File: config.mk
export PLATFORM = sky130hd
export DESIGN_NAME = ps2_key_matcher_flat
export DESIGN_NICKNAME = d
export VERILOG_FILES = /design/src/rtl/ps2_pkg.sv /design/src/rtl/ps2_key_matcher_if.sv /design/src/rtl/ps2_frame_rx.sv /design/src/rtl/ps2_key_matcher.sv /design/src/flat_wrapper.sv
export SDC_FILE = /design/constraint.sdc
export NUM_CORES = 1
export LEC_CHECK = 0
export BUFFER_PORTS_ARGS = -buffer_cell sky130_fd_sc_hd__buf_2
export CAP_MARGIN = 25
export CORE_UTILIZATION = 50
export CTS_CLUSTER_SIZE = 28
export DETAILED_ROUTE_END_ITERATION = 10
export MAX_ROUTING_LAYER = met4
export PLACE_DENSITY = 0.7
export SLEW_MARGIN = 20
export SYNTH_ARGS = -nofsm -noshare
export SYNTH_HDL_FRONTEND = slang
export SYNTH_SLANG_ARGS = --single-unit
File: constraint.sdc
create_clock -name clk -period 5.63 [get_ports clk]
set_input_delay 0.563 -clock clk [delete_from_list [all_inputs] [get_ports clk]]
set_output_delay 0.563 -clock clk [all_outputs]
set_load 0.02 [all_outputs]
File: src/rtl/ps2_pkg.sv
// ps2_pkg: shared constants and frame FSM encoding for the PS/2 key matcher.
//   BREAK_PREFIX / EXT_PREFIX : scan-code prefix bytes
//   frame_state_t             : receive frame FSM states
package ps2_pkg;

    localparam logic [7:0] BREAK_PREFIX = 8'hF0;
    localparam logic [7:0] EXT_PREFIX   = 8'hE0;

    typedef enum logic [1:0] {
        IDLE,
        DATA,
        PARITY,
        STOP
    } frame_state_t;

endpackage

File: src/rtl/ps2_key_matcher_if.sv
// ps2_key_matcher_if: word/character handshake between the typing-game
// controller (master) and the key matcher (slave).
//   comparison_data, num_char, word_clear          : master -> slave
//   scan_code, scan_valid, get_next_character,
//   char_count, mistake_count, word_done,
//   frame_error                                    : slave -> master
interface ps2_key_matcher_if;

    logic [7:0] comparison_data;
    logic [7:0] num_char;
    logic       word_clear;
    logic [7:0] scan_code;
    logic       scan_valid;
    logic       get_next_character;
    logic [7:0] char_count;
    logic [7:0] mistake_count;
    logic       word_done;
    logic       frame_error;

    modport master (
        output comparison_data, num_char, word_clear,
        input  scan_code, scan_valid, get_next_character,
               char_count, mistake_count, word_done, frame_error
    );

    modport slave (
        input  comparison_data, num_char, word_clear,
        output scan_code, scan_valid, get_next_character,
               char_count, mistake_count, word_done, frame_error
    );

endinterface

File: src/rtl/ps2_frame_rx.sv
// ps2_frame_rx: PS/2 line synchronizer, clock glitch filter and 11-bit frame
// receiver with inactivity timeout.
//   clk, resetn       : system clock, async active-low reset
//   ps2_clk, ps2_dat  : raw asynchronous PS/2 lines
//   rx_byte           : received data byte (valid with rx_valid)
//   rx_valid          : one-cycle strobe, good parity and stop bit
//   rx_error          : one-cycle strobe, bad parity/stop or timeout
module ps2_frame_rx
    import ps2_pkg::*;
#(
    parameter int unsigned FILTER_LEN     = 8,
    parameter int unsigned TIMEOUT_CYCLES = 50000
) (
    input  logic       clk,
    input  logic       resetn,
    input  logic       ps2_clk,
    input  logic       ps2_dat,
    output logic [7:0] rx_byte,
    output logic       rx_valid,
    output logic       rx_error
);

    localparam int unsigned FCW = (FILTER_LEN > 1) ? $clog2(FILTER_LEN) : 1;
    localparam int unsigned TCW = (TIMEOUT_CYCLES > 1) ? $clog2(TIMEOUT_CYCLES) : 1;
    localparam logic [FCW-1:0] FILT_MAX = FCW'(FILTER_LEN - 1);
    localparam logic [TCW-1:0] TO_MAX   = TCW'(TIMEOUT_CYCLES - 1);

    logic [1:0]     clk_sync, dat_sync;
    logic           s_clk, s_dat;
    logic           filt;
    logic [FCW-1:0] filt_cnt;
    logic           fall;

    frame_state_t   state_q, state_d;
    logic [2:0]     bit_q, bit_d;
    logic [7:0]     sh_q, sh_d;
    logic           par_q, par_d;
    logic [TCW-1:0] to_q, to_d;

    assign s_clk = clk_sync[1];
    assign s_dat = dat_sync[1];

    always_ff @(posedge clk or negedge resetn) begin
        if (!resetn) begin
            clk_sync <= '1;
            dat_sync <= '1;
            filt     <= 1'b1;
            filt_cnt <= '0;
        end else begin
            clk_sync <= {clk_sync[0], ps2_clk};
            dat_sync <= {dat_sync[0], ps2_dat};
            // Count consecutive samples that disagree with the filtered level;
            // any agreeing sample restarts the count.
            if (s_clk == filt) begin
                filt_cnt <= '0;
            end else if (filt_cnt == FILT_MAX) begin
                filt     <= s_clk;
                filt_cnt <= '0;
            end else begin
                filt_cnt <= filt_cnt + 1'b1;
            end
        end
    end

    // Strobe in the cycle the filtered clock is about to drop.
    assign fall = filt && !s_clk && (filt_cnt == FILT_MAX);

    always_ff @(posedge clk or negedge resetn) begin
        if (!resetn) begin
            state_q <= IDLE;
            bit_q   <= '0;
            sh_q    <= '0;
            par_q   <= 1'b0;
            to_q    <= '0;
        end else begin
            state_q <= state_d;
            bit_q   <= bit_d;
            sh_q    <= sh_d;
            par_q   <= par_d;
            to_q    <= to_d;
        end
    end

    always_comb begin
        state_d  = state_q;
        bit_d    = bit_q;
        sh_d     = sh_q;
        par_d    = par_q;
        to_d     = to_q;
        rx_valid = 1'b0;
        rx_error = 1'b0;
        if (state_q == IDLE) begin
            to_d = '0;
            if (fall && !s_dat) begin
                state_d = DATA;
                bit_d   = '0;
            end
        end else if (fall) begin
            to_d = '0;
            case (state_q)
                DATA: begin
                    sh_d  = {s_dat, sh_q[7:1]};
                    bit_d = bit_q + 3'd1;
                    if (bit_q == 3'd7) begin
                        state_d = PARITY;
                    end
                end
                PARITY: begin
                    par_d   = ^{sh_q, s_dat};
                    state_d = STOP;
                end
                default: begin
                    if (s_dat && par_q) begin
                        rx_valid = 1'b1;
                    end else begin
                        rx_error = 1'b1;
                    end
                    state_d = IDLE;
                end
            endcase
        end else if (to_q == TO_MAX) begin
            state_d  = IDLE;
            to_d     = '0;
            rx_error = 1'b1;
        end else begin
            to_d = to_q + 1'b1;
        end
    end

    assign rx_byte = sh_q;

endmodule

File: src/rtl/ps2_key_matcher.sv
// ps2_key_matcher: receives PS/2 scan codes, strips break/extended sequences
// and typematic repeats, and scores each make code against the expected
// character of the current word.
//   clk, resetn       : system clock, async active-low reset
//   ps2_clk, ps2_dat  : raw asynchronous PS/2 lines
//   bus (slave)       : word/character handshake, see ps2_key_matcher_if
module ps2_key_matcher
    import ps2_pkg::*;
#(
    parameter int unsigned FILTER_LEN     = 8,
    parameter int unsigned TIMEOUT_CYCLES = 50000
) (
    input  logic             clk,
    input  logic             resetn,
    input  logic             ps2_clk,
    input  logic             ps2_dat,
    ps2_key_matcher_if.slave bus
);

    logic [7:0] rx_byte;
    logic       rx_valid, rx_error;

    logic       break_pending, ext_pending;
    logic [7:0] held_code;
    logic [7:0] scan_code;
    logic       scan_valid, frame_error;
    logic [7:0] char_count, mistake_count;
    logic       get_next_character, word_done;

    ps2_frame_rx #(
        .FILTER_LEN    (FILTER_LEN),
        .TIMEOUT_CYCLES(TIMEOUT_CYCLES)
    ) u_rx (
        .clk     (clk),
        .resetn  (resetn),
        .ps2_clk (ps2_clk),
        .ps2_dat (ps2_dat),
        .rx_byte (rx_byte),
        .rx_valid(rx_valid),
        .rx_error(rx_error)
    );

    always_ff @(posedge clk or negedge resetn) begin
        if (!resetn) begin
            break_pending <= 1'b0;
            ext_pending   <= 1'b0;
            held_code     <= '0;
            scan_code     <= '0;
            scan_valid    <= 1'b0;
            frame_error   <= 1'b0;
        end else begin
            scan_valid  <= 1'b0;
            frame_error <= rx_error;
            if (rx_error) begin
                break_pending <= 1'b0;
                ext_pending   <= 1'b0;
            end else if (rx_valid) begin
                if (ext_pending) begin
                    // An extended break (E0 F0 xx) keeps the extension alive
                    // across the F0 so its final byte is also swallowed.
                    if (rx_byte != BREAK_PREFIX) begin
                        ext_pending <= 1'b0;
                    end
                end else if (break_pending) begin
                    break_pending <= 1'b0;
                    if (rx_byte == held_code) begin
                        held_code <= '0;
                    end
                end else if (rx_byte == BREAK_PREFIX) begin
                    break_pending <= 1'b1;
                end else if (rx_byte == EXT_PREFIX) begin
                    ext_pending <= 1'b1;
                end else if (rx_byte != held_code) begin
                    held_code  <= rx_byte;
                    scan_code  <= rx_byte;
                    scan_valid <= 1'b1;
                end
            end
        end
    end

    always_ff @(posedge clk or negedge resetn) begin
        if (!resetn) begin
            char_count         <= '0;
            mistake_count      <= '0;
            get_next_character <= 1'b0;
            word_done          <= 1'b0;
        end else begin
            get_next_character <= 1'b0;
            word_done          <= (char_count >= bus.num_char);
            if (bus.word_clear) begin
                char_count    <= '0;
                mistake_count <= '0;
            end else if (scan_valid && !word_done) begin
                if (scan_code == bus.comparison_data && bus.comparison_data != 8'h00) begin
                    if (char_count < bus.num_char) begin
                        char_count         <= char_count + 8'd1;
                        get_next_character <= 1'b1;
                    end
                end else if (mistake_count != 8'hFF) begin
                    mistake_count <= mistake_count + 8'd1;
                end
            end
        end
    end

    assign bus.scan_code          = scan_code;
    assign bus.scan_valid         = scan_valid;
    assign bus.frame_error        = frame_error;
    assign bus.char_count         = char_count;
    assign bus.mistake_count      = mistake_count;
    assign bus.get_next_character = get_next_character;
    assign bus.word_done          = word_done;

endmodule

File: src/flat_wrapper.sv
// flat-port wrapper written by rule: the top's interface ports become plain ports
module ps2_key_matcher_flat import ps2_pkg::*;
#(
    parameter int unsigned FILTER_LEN     = 8,
    parameter int unsigned TIMEOUT_CYCLES = 50000
)
  (clk, resetn, ps2_clk, ps2_dat, bus_comparison_data, bus_num_char, bus_word_clear, bus_scan_code, bus_scan_valid, bus_get_next_character, bus_char_count, bus_mistake_count, bus_word_done, bus_frame_error);
  ps2_key_matcher_if bus_i ();
  input  logic clk;
  input  logic resetn;
  input  logic ps2_clk;
  input  logic ps2_dat;
  input wire logic [$bits(bus_i.comparison_data)-1:0] bus_comparison_data;
  input wire logic [$bits(bus_i.num_char)-1:0] bus_num_char;
  input wire logic [$bits(bus_i.word_clear)-1:0] bus_word_clear;
  output wire logic [$bits(bus_i.scan_code)-1:0] bus_scan_code;
  output wire logic [$bits(bus_i.scan_valid)-1:0] bus_scan_valid;
  output wire logic [$bits(bus_i.get_next_character)-1:0] bus_get_next_character;
  output wire logic [$bits(bus_i.char_count)-1:0] bus_char_count;
  output wire logic [$bits(bus_i.mistake_count)-1:0] bus_mistake_count;
  output wire logic [$bits(bus_i.word_done)-1:0] bus_word_done;
  output wire logic [$bits(bus_i.frame_error)-1:0] bus_frame_error;
  assign bus_i.comparison_data = bus_comparison_data;
  assign bus_i.num_char = bus_num_char;
  assign bus_i.word_clear = bus_word_clear;
  assign bus_scan_code = bus_i.scan_code;
  assign bus_scan_valid = bus_i.scan_valid;
  assign bus_get_next_character = bus_i.get_next_character;
  assign bus_char_count = bus_i.char_count;
  assign bus_mistake_count = bus_i.mistake_count;
  assign bus_word_done = bus_i.word_done;
  assign bus_frame_error = bus_i.frame_error;
  ps2_key_matcher #(.FILTER_LEN(FILTER_LEN), .TIMEOUT_CYCLES(TIMEOUT_CYCLES)) u_core (.clk(clk), .resetn(resetn), .ps2_clk(ps2_clk), .ps2_dat(ps2_dat), .bus(bus_i));
endmodule
# Yosys cells after proc, flatten, opt, wreduce, memory -nomap -nowiden
# Index checks and enable logic that the tools add are counted.
# W data, S select, Z words.
# word_totals
wordCells,145
output_inout_bits,28
input_bits,21
regBits,76
# classes
mux,60
n_reduce_logical,32
add_sub_neg,5
magnitude_cmp,2
n_eq_ne,20
n_bitwise,7
# ops
cell,n
$mux W8,13
$mux W16,3
$mux W1,32
$mux W3,6
$reduce_and A3 Y1,6
$add A16 B1 Y16 const B,1
$add A8 B1 Y8 const B,2
$eq A16 B16 Y1 const B,1
$eq A8 B8 Y1,2
$eq A8 B8 Y1 const B,2
$ne A8 B8 Y1 const B,2
$reduce_bool A2 Y1,8
$reduce_and A7 Y1,2
$mux W2,5
$reduce_xor A9 Y1,1
$ge A8 B8 Y1,1
$lt A8 B8 Y1,1
$ne A2 B1 Y1 const B,4
$ne A8 B8 Y1,1
$reduce_bool A8 Y1,1
$not A1 Y1,7
$add A3 B1 Y3 const B,2
$eq A3 B3 Y1 const B,2
$logic_and A1 B1 Y1,6
11 further kinds,15

# Depth between registers and ports, before layout
# Gate-level depths: netlist of run 1.
# depth
ltp_word,8
ltp_mapped,9
ltp_nobuf,7

# Modules after synthesis
# Synthesis of run 1 repeated with hierarchy kept, for this count alone.
# hier_totals
hier_cells,381
hier_area_um2,4086.4
# by_module_without_submodules
module,instances,seq_area_each_um2,cells_per_inst,area_per_inst_um2
ps2_key_matcher,1,950.9,211,2218.4
ps2_frame_rx,1,957.2,170,1868.0

# Worst setup path before layout of run 1
# No wires, ideal clock.
# synth_timing
path_type,reg2reg
start,register u_core.u_rx.state_q[0]
end,register u_core.scan_code[6] (netlist: u_core.bus.scan_code[6])
arrival_time_ns,2.341
stages_incl_launch_ff,9
setup_ns,0.128
t_required_ns,5.502
n_path_buf,1
path_slack_ns,3.162
period_less_slack_ns,2.468
path_cell_list,dfrtp_1 > inv_1 > ha_1 > nand3b_1 > or3_4 > nand2b_4 > nor4_4 > buf_6 > mux2_1
# synth_via
elab_chain_len,7
word_cells_on_any_way,12
classes_between,2 x eq/ne; 6 x mux; 1 x bitwise; 3 x reduce/logical
# synth_lines
element,line_no,text
start: declaration,ps2_frame_rx.sv:34,"frame_state_t state_q, state_d;"
start signal: assignment,ps2_frame_rx.sv:76,state_q <= state_d;
$eq A2 B2 Y1 or $eq A2 B1 Y1 (tied branches),ps2_frame_rx.sv:100,case (state_q)
$reduce_or A2 Y1 (no source line),-,
$mux W1,ps2_frame_rx.sv:100,
$mux W1,ps2_frame_rx.sv:98,end else if (fall) begin
$mux W1,ps2_frame_rx.sv:92,if (state_q == IDLE) begin
$not A1 Y1 (no source line),-,
$reduce_and A7 Y1 (no source line) *,-,
end signal: assignment,ps2_key_matcher.sv:75,scan_code <= rx_byte;
end: declaration,ps2_key_matcher.sv:25,logic [7:0] scan_code;
# Every way passes the cells marked *; elsewhere a longest branch is shown, timed or not.
# A chain may end at the register's enable or synchronous reset.

# Worst setup path in the final report of run 1
# layout_timing
start,register u_core.u_rx.state_q[0]
end,register u_core.scan_code[4] (netlist: u_core.bus.scan_code[4])
# The elaborated chain is that of the path after synthesis.

==> results of run 1 <==
layer usage:
| layer | track usage | vias to the layer above | share of wire |
|---|---|---|---|
| li1 | - | 1510 | - |
| met1 | 0.2673 | 1518 | 0.46 |
| met2 | 0.3425 | 50 | 0.50 |
| met3 | 0.05122 | 0 | 0.035 |
| met4 | 0.05513 | 0 | 0 |
| met5 | - | - | 0 |
cell usage after synthesis (all sizes together):
| cell | n | share of area |
|---|---|---|
| mux2i | 3 | 0.0081 |
| and4 | 1 | 0.0021 |
| nand3b | 1 | 0.0018 |
| inv | 15 | 0.013 |
| nand2b | 5 | 0.0093 |
| nand4b | 2 | 0.0042 |
| or3 | 7 | 0.012 |
| a22o | 8 | 0.017 |
| ha | 20 | 0.060 |
| dfrtp | 71 | 0.43 |
| nand2 | 33 | 0.030 |
| nor2b | 12 | 0.018 |
| o21ai | 16 | 0.019 |
| o21a | 2 | 0.0036 |
| and3b | 2 | 0.0042 |
| xnor2 | 29 | 0.068 |
| nor4 | 7 | 0.018 |
| and3 | 6 | 0.0090 |
| a31oi | 5 | 0.0075 |
| and4b | 2 | 0.0048 |
| a211o | 1 | 0.0021 |
| clkbuf | 13 | 0.012 |
| dfstp | 5 | 0.031 |
| nand4 | 12 | 0.018 |
| or4 | 6 | 0.011 |
| mux2 | 22 | 0.059 |
| a21boi | 1 | 0.0018 |
| xor2 | 9 | 0.019 |
| o211ai | 3 | 0.0054 |
| or4bb | 2 | 0.0054 |
| o211a | 1 | 0.0042 |
| nor2 | 29 | 0.026 |
| a21oi | 19 | 0.023 |
| nor3 | 10 | 0.015 |
| o31ai | 4 | 0.0072 |
| and2 | 2 | 0.0030 |
| buf | 4 | 0.0066 |
| nand3 | 8 | 0.0096 |
| a21o | 1 | 0.0018 |
| or4b | 2 | 0.0048 |
kinds of logic after synthesis:
| logic type | Yosys count | share of synthesized area |
|---|---|---|
| AOI/OAI and AO/OA | 61 | 0.09227 |
| xor gates and xnor gates | 38 | 0.08688 |
| adders and majority gates | 20 | 0.05992 |
| buffers and inverters | 32 | 0.03205 |
| DFF | 76 | 0.4569 |
| muxes | 25 | 0.06741 |
| and+or+nand+nor | 149 | 0.2046 |
path summary, 6_finish.rpt:
path | start | end | cells after the start
max | u_core.u_rx.state_q[0] | u_core.bus.scan_code[4] | 7
min | resetn | u_core.u_rx.to_q[12] | 1
max reg2reg | u_core.u_rx.state_q[0] | u_core.bus.scan_code[4] | 7
min reg2reg | u_core.u_rx.clk_sync[0] | u_core.u_rx.clk_sync[1] | 0
max in group asynchronous | resetn | u_core.u_rx.to_q[5] | 2
min in group clk | ps2_clk | u_core.u_rx.clk_sync[0] | 1
where the power goes:
group          total (mW)  internal [mW]  switching (mW)
logic               0.147         0.0556          0.0911
registers           0.582          0.568          0.0141
clock network       0.465          0.262           0.204
total                1.19          0.886           0.309
flip-flops by register name, summed over array words and instances (netlist names):
signal / flops
u_core.u_rx.rx_byte: 8
u_core.u_rx.to_q: 16
u_core.u_rx.par_q: 1
u_core.held_code: 8
u_core.bus.word_done: 1
u_core.break_pending: 1
u_core.bus.get_next_character: 1
u_core.bus.mistake_count: 8
u_core.ext_pending: 1
u_core.u_rx.filt: 1
u_core.u_rx.state_q: 2
u_core.bus.scan_code: 8
u_core.bus.char_count: 8
u_core.u_rx.filt_cnt: 3
u_core.u_rx.clk_sync: 2
u_core.bus.scan_valid: 1
u_core.bus.frame_error: 1
u_core.u_rx.bit_q: 3
u_core.u_rx.dat_sync: 2
final cells by class:
class                   instances  area [um2]
flip-flops and latches         76        1908
clock inverters                 6       86.33
inverters                      15       56.30
well taps                     102       127.6
fillers                       700        3161
repair buffers                 50       270.3
clock buffers                  10       137.6
multi-input cells             293        2141
through the flow:
stage                     cells  cell area, um2
after floorplan             401            4177
after global placement      535            4483
after detailed placement    535            4483
after CTS                   551            4707
after global routing        552            4727
final                       552            4727
==> flow_summary.json, run 1 <==
{
  "relSlewSlack": 0.3966,
  "fin_worst_skew_ns": 0.005231,
  "grt_util_all_layers": 0.2114,
  "finalMaxSlewViolations": 0,
  "grt_setup_unrepaired": "false",
  "postSynthCellCount": 401,
  "ant_nets": 0,
  "wl_per_cell_um": 14.63,
  "arrival_ns": 3.08,
  "drt_pass1_iterations": 4,
  "run_status": "complete, no violations",
  "fp.dieH_um": 93.40,
  "dp_hpwl_um": 5672,
  "path_clk_slew_ns": 0.08,
  "final_nets": 486,
  "clock-root-buffer": "clkbuf_8",
  "max_stage_delay_ns": 0.79,
  "final_util": 0.5993,
  "grt_max_degree": 77,
  "setup_violations": 0,
  "synth_seq_cells": 76,
  "hold_viol_final": 0,
  "drt_iter0_drc": 113,
  "cts_hold_buf": 0,
  "antenna_found_initial": 0,
  "syn_area_per_cell_um2": 10.42,
  "syn_area_um2": 4177,
  "cts_buffer_depth": 2,
  "worstSetupPathType": "register to register",
  "io_pins": 49,
  "vias": 3078,
  "initial_utilization": 0.5295,
  "cts.sinks": 76,
  "core_um2": 7888,
  "power_density_nw_per_um2": 252.7,
  "drive_gt1_frac": 0.2311,
  "gp_congestion": 0.8286,
  "grt_pass1_vias": 3008,
  "die_area_um2": 8723,
  "cts_buffers": 9,
  "die_x_um": 93.40,
  "whs_ns": 0.1485,
  "cp_cell_sequence": "inv_1 -> ha_1 -> nand3b_1 -> or3_4 -> nand2b_4 -> nor4_4 -> mux2_2",
  "grt_overflow_total": 0,
  "cts_resized": 0,
  "yosys_warnings": 0,
  "cp_top_family": "simple AND/OR/NAND/NOR gates",
  "final_cell_mix": "71 x dfrtp_1, 47 x buf_2, 33 x nand2_1, 29 x nor2_1, 25 x xnor2_1",
  "timing.final.ws_setup_ns": 2.782,
  "port_buffers": 48,
  "worst-path-buf-inv": 1,
  "drc_errors": 0,
  "finalCriticalPeriod_ns": 2.848,
  "rows": 32,
  "syn_to_final_growth_pct": 13.18,
  "yosys.cell_types.count": 52,
  "finalPower_mw": 1.194,
  "drt_wl_total_um": 8077,
  "dpl_worst_slack_ns": 2.799,
  "fmax_ghz": 0.3512,
  "peakVddDrop_mv": 0.2044,
  "max_cap_viol_count": 0,
  "cp-start-kind": "register",
  "yosysSeqAreaShare": 0.4569,
  "worstSetupEndpointType": "register",
  "cp_slowest_cell": "nor4_4",
  "diodes": 0,
  "cts_setup_buffers": 0,
  "p_leak_nw": 2.215,
  "fin_crit_sh": 0.5058,
  "synth_nets": 442,
  "cts_tree": "done",
  "layout_commonest_cell": "dfrtp_1",
  "clock_latency_ns": 0.34,
  "grt_pass1_wl_um": 14010,
  "reg2reg_slack_ns": 2.78,
  "viasPerCell": 5.576,
  "cp.required_ns": 5.86,
  "tns_ns": 0,
  "worstPathMaxFanout": 16,
  "h-tree-depth": 3,
  "hold_path_class": "primary input to async pin",
  "worst_slew_pin_slew_ns": 0.8984
}
No activity file was read; power rests on OpenSTA's default activity.
==> run 2, diff against run 1 <==
==> constraint.sdc (replaced) <==
create_clock -name clk -period 2.91 [get_ports clk]
set_input_delay 0.291 -clock clk [delete_from_list [all_inputs] [get_ports clk]]
set_output_delay 0.291 -clock clk [all_outputs]
set_load 0.02 [all_outputs]
==> run 2 against run 1 <==
Against the previous run:
- final cell count increased by 0.72%
- setup slack worse by 2.5 ns
- non-clock buffer count is 4 higher
- clock skew is 0.0050 ns higher
- wire length shrank 3.2%
- first-iteration DRC count increased by 13%
- count of clock-buffer cells in the layout unchanged
- maximum frequency is 8.7% higher
- worst hold slack lost 0.11 ns
- critical path depth is the same
- combinational power increased by 100%
- global-route usage shrank 0.73 points
- critical endpoint is now u_core.bus.scan_code[3]
- highest routed layer is now met4
==> flow_summary.json, run 2 (synthesis gave the netlist of run 1 again) <==
{
  "relSlewSlack": 0.4458,
  "drt_pass1_iterations": 5,
  "gp_congestion": 0.8214,
  "netSwitchingFraction": 0.2536,
  "grt_pass1_wl_um": 13500,
  "dp.cells": 538,
  "cts.sinks": 76,
  "top_register": "u_core.u_rx.to_q",
  "tns_ns": 0,
  "path_clk_slew_ns": 0.08,
  "io_pins": 49,
  "grt_util_all_layers": 0.2041,
  "final_nets": 490,
  "vias": 3061,
  "wl_per_cell_um": 14.07,
  "p_int_mw": 1.729,
  "core_um2": 7888,
  "rows": 32,
  "seqPwrFrac": 0.486,
  "clock-root-buffer": "clkbuf_8",
  "worstSetupPathType": "register to register",
  "fin_cells": 556,
  "worstSetupEndpointType": "register",
  "grt_max_degree": 77,
  "die_x_um": 93.40,
  "nFillCells": 663,
  "final_util": 0.6045,
  "finalMaxSlewViolations": 0,
  "cp.required_ns": 3.14,
  "run_status": "complete, no violations",
  "initial_utilization": 0.5295,
  "hold_viol_final": 0,
  "h-tree-depth": 3,
  "drt_iter0_drc": 128,
  "drive_gt1_frac": 0.2357,
  "clock_latency_ns": 0.35,
  "cp-start-kind": "register",
  "pwr-share-comb": 0.130,
  "viasPerCell": 5.505,
  "final_cell_mix": "71 x dfrtp_1, 47 x buf_2, 33 x nand2_1, 29 x nor2_1, 25 x xnor2_1",
  "peakVddDrop_mv": 0.3892,
  "worst_slew_pin_slew_ns": 0.8313,
  "fp.dieH_um": 93.40,
  "arrival_ns": 2.85,
  "cts_resized": 0,
  "cts_tree": "done",
  "drc_errors": 0,
  "drt_wl_total_um": 7822,
  "fmax_ghz": 0.3818,
  "max_stage_delay_ns": 0.56,
  "finalCriticalPeriod_ns": 2.619,
  "fin_crit_sh": 0.9001,
  "cp_slowest_cell": "nor4_4",
  "cp_cell_sequence": "inv_1 -> ha_1 -> nand3b_1 -> or3_4 -> nand2b_4 -> nor4_4 -> mux2_2",
  "diodes": 0,
  "worstPathMaxFanout": 9,
  "p_clk_frac": 0.384,
  "grt_pass1_vias": 2988,
  "cts_buffers": 9,
  "fin_worst_skew_ns": 0.01021,
  "port_buffers": 48,
  "cts_buffer_depth": 2,
  "ant_nets": 0,
  "layout_commonest_cell": "dfrtp_1",
  "max_cap_viol_count": 0,
  "syn_to_final_growth_pct": 14.17,
  "antenna_found_initial": 0,
  "grt_overflow_total": 0,
  "die_area_um2": 8723,
  "setup_violations": 0,
  "power_density_nw_per_um2": 485.7,
  "largest_register_ff_count": 16,
  "p_sw_mw": 0.5874,
  "p_leak_nw": 2.229,
  "dp_hpwl_um": 5600,
  "hold_path_class": "primary input to register",
  "grt_setup_unrepaired": "false"
}
## run 2: changes by cell type in the layout (fill, tap and decap cells not counted), sizes merged
cell,before,now
dlygate4sd3,0,1
inv,16,15
clkinv,2,1
buf,50,53
clkinvlp,1,3
## run 2: repair_timing
item                                    CTS  global route
buffers inserted                          0             0
hold buffers                              0             1
endpoints found under the setup margin    0             0
hold endpoints to repair                  0            18
## run 2: per-stage QoR
step	worst slack [ns]	instance area, um2	power, mW	hold WS [ns]
6_report	0.2907	4768	2.316	0.04076
5_1_grt	0.1618	4768	2.448	0.01936
4_1_cts	0.2858	4731	2.348	0.01993
3_5_place_dp	0.3126	4506	1.445	0.3468
3_3_place_gp	0.3704	4506	1.437	0.3460
2_1_floorplan	0.4416	4177	1.356	-0.004591
## run 2: routing by layer
layer / vias up / track usage / part of all wire
met5: - / - / 0
met4: 0 / 0.06538 / 0.014
met3: 9 / 0.05122 / 0.037
met2: 51 / 0.3309 / 0.49
met1: 1479 / 0.2517 / 0.45
li1: 1522 / - / -
## run 2: power groups by stage
stage / logic, mW / clock network (mW) / registers (mW)
after global placement: 0.294 / 0 / 1.14
after CTS: 0.302 / 0.921 / 1.13
after detailed placement: 0.299 / 0 / 1.15
after floorplan: 0.215 / 0 / 1.14
final: 0.301 / 0.888 / 1.13
after global routing: 0.355 / 0.963 / 1.13
## run 2: worst max-delay path: cells and delay by family, from the launching register on
kind	cells	cell delay (ns)
simple gates	4	1.31
mux	1	0.40
flops	1	0.38
fa+ha+maj	1	0.33
buf+inv	1	0.08
## run 2: final timing paths
kind                       slack, ns  cells after the start                           to               startpoint
min in group asynchronous       0.36                      2  u_core.bus.mistake_count[6]                   resetn
max in group asynchronous       1.93                      3      u_core.u_rx.clk_sync[0]                   resetn
max reg2reg                     0.29                      7      u_core.bus.scan_code[3]   u_core.u_rx.state_q[0]
min                             0.04                      1      u_core.u_rx.clk_sync[0]                  ps2_clk
max                             0.29                      7      u_core.bus.scan_code[3]   u_core.u_rx.state_q[0]
min reg2reg                     0.35                      0      u_core.u_rx.clk_sync[1]  u_core.u_rx.clk_sync[0]
## run 2: area by class of cell
class | instances | area, um2 | share of cell area
sequential | 76 | 1908 | 0.4002
clock inverter | 6 | 87.58 | 0.01837
multi-input combinational | 293 | 2141 | 0.4490
timing repair buffer | 54 | 310.3 | 0.06507
tap | 102 | 127.6 | 0.02676
clock buffer | 10 | 137.6 | 0.02886
inverter | 15 | 56.30 | 0.01181
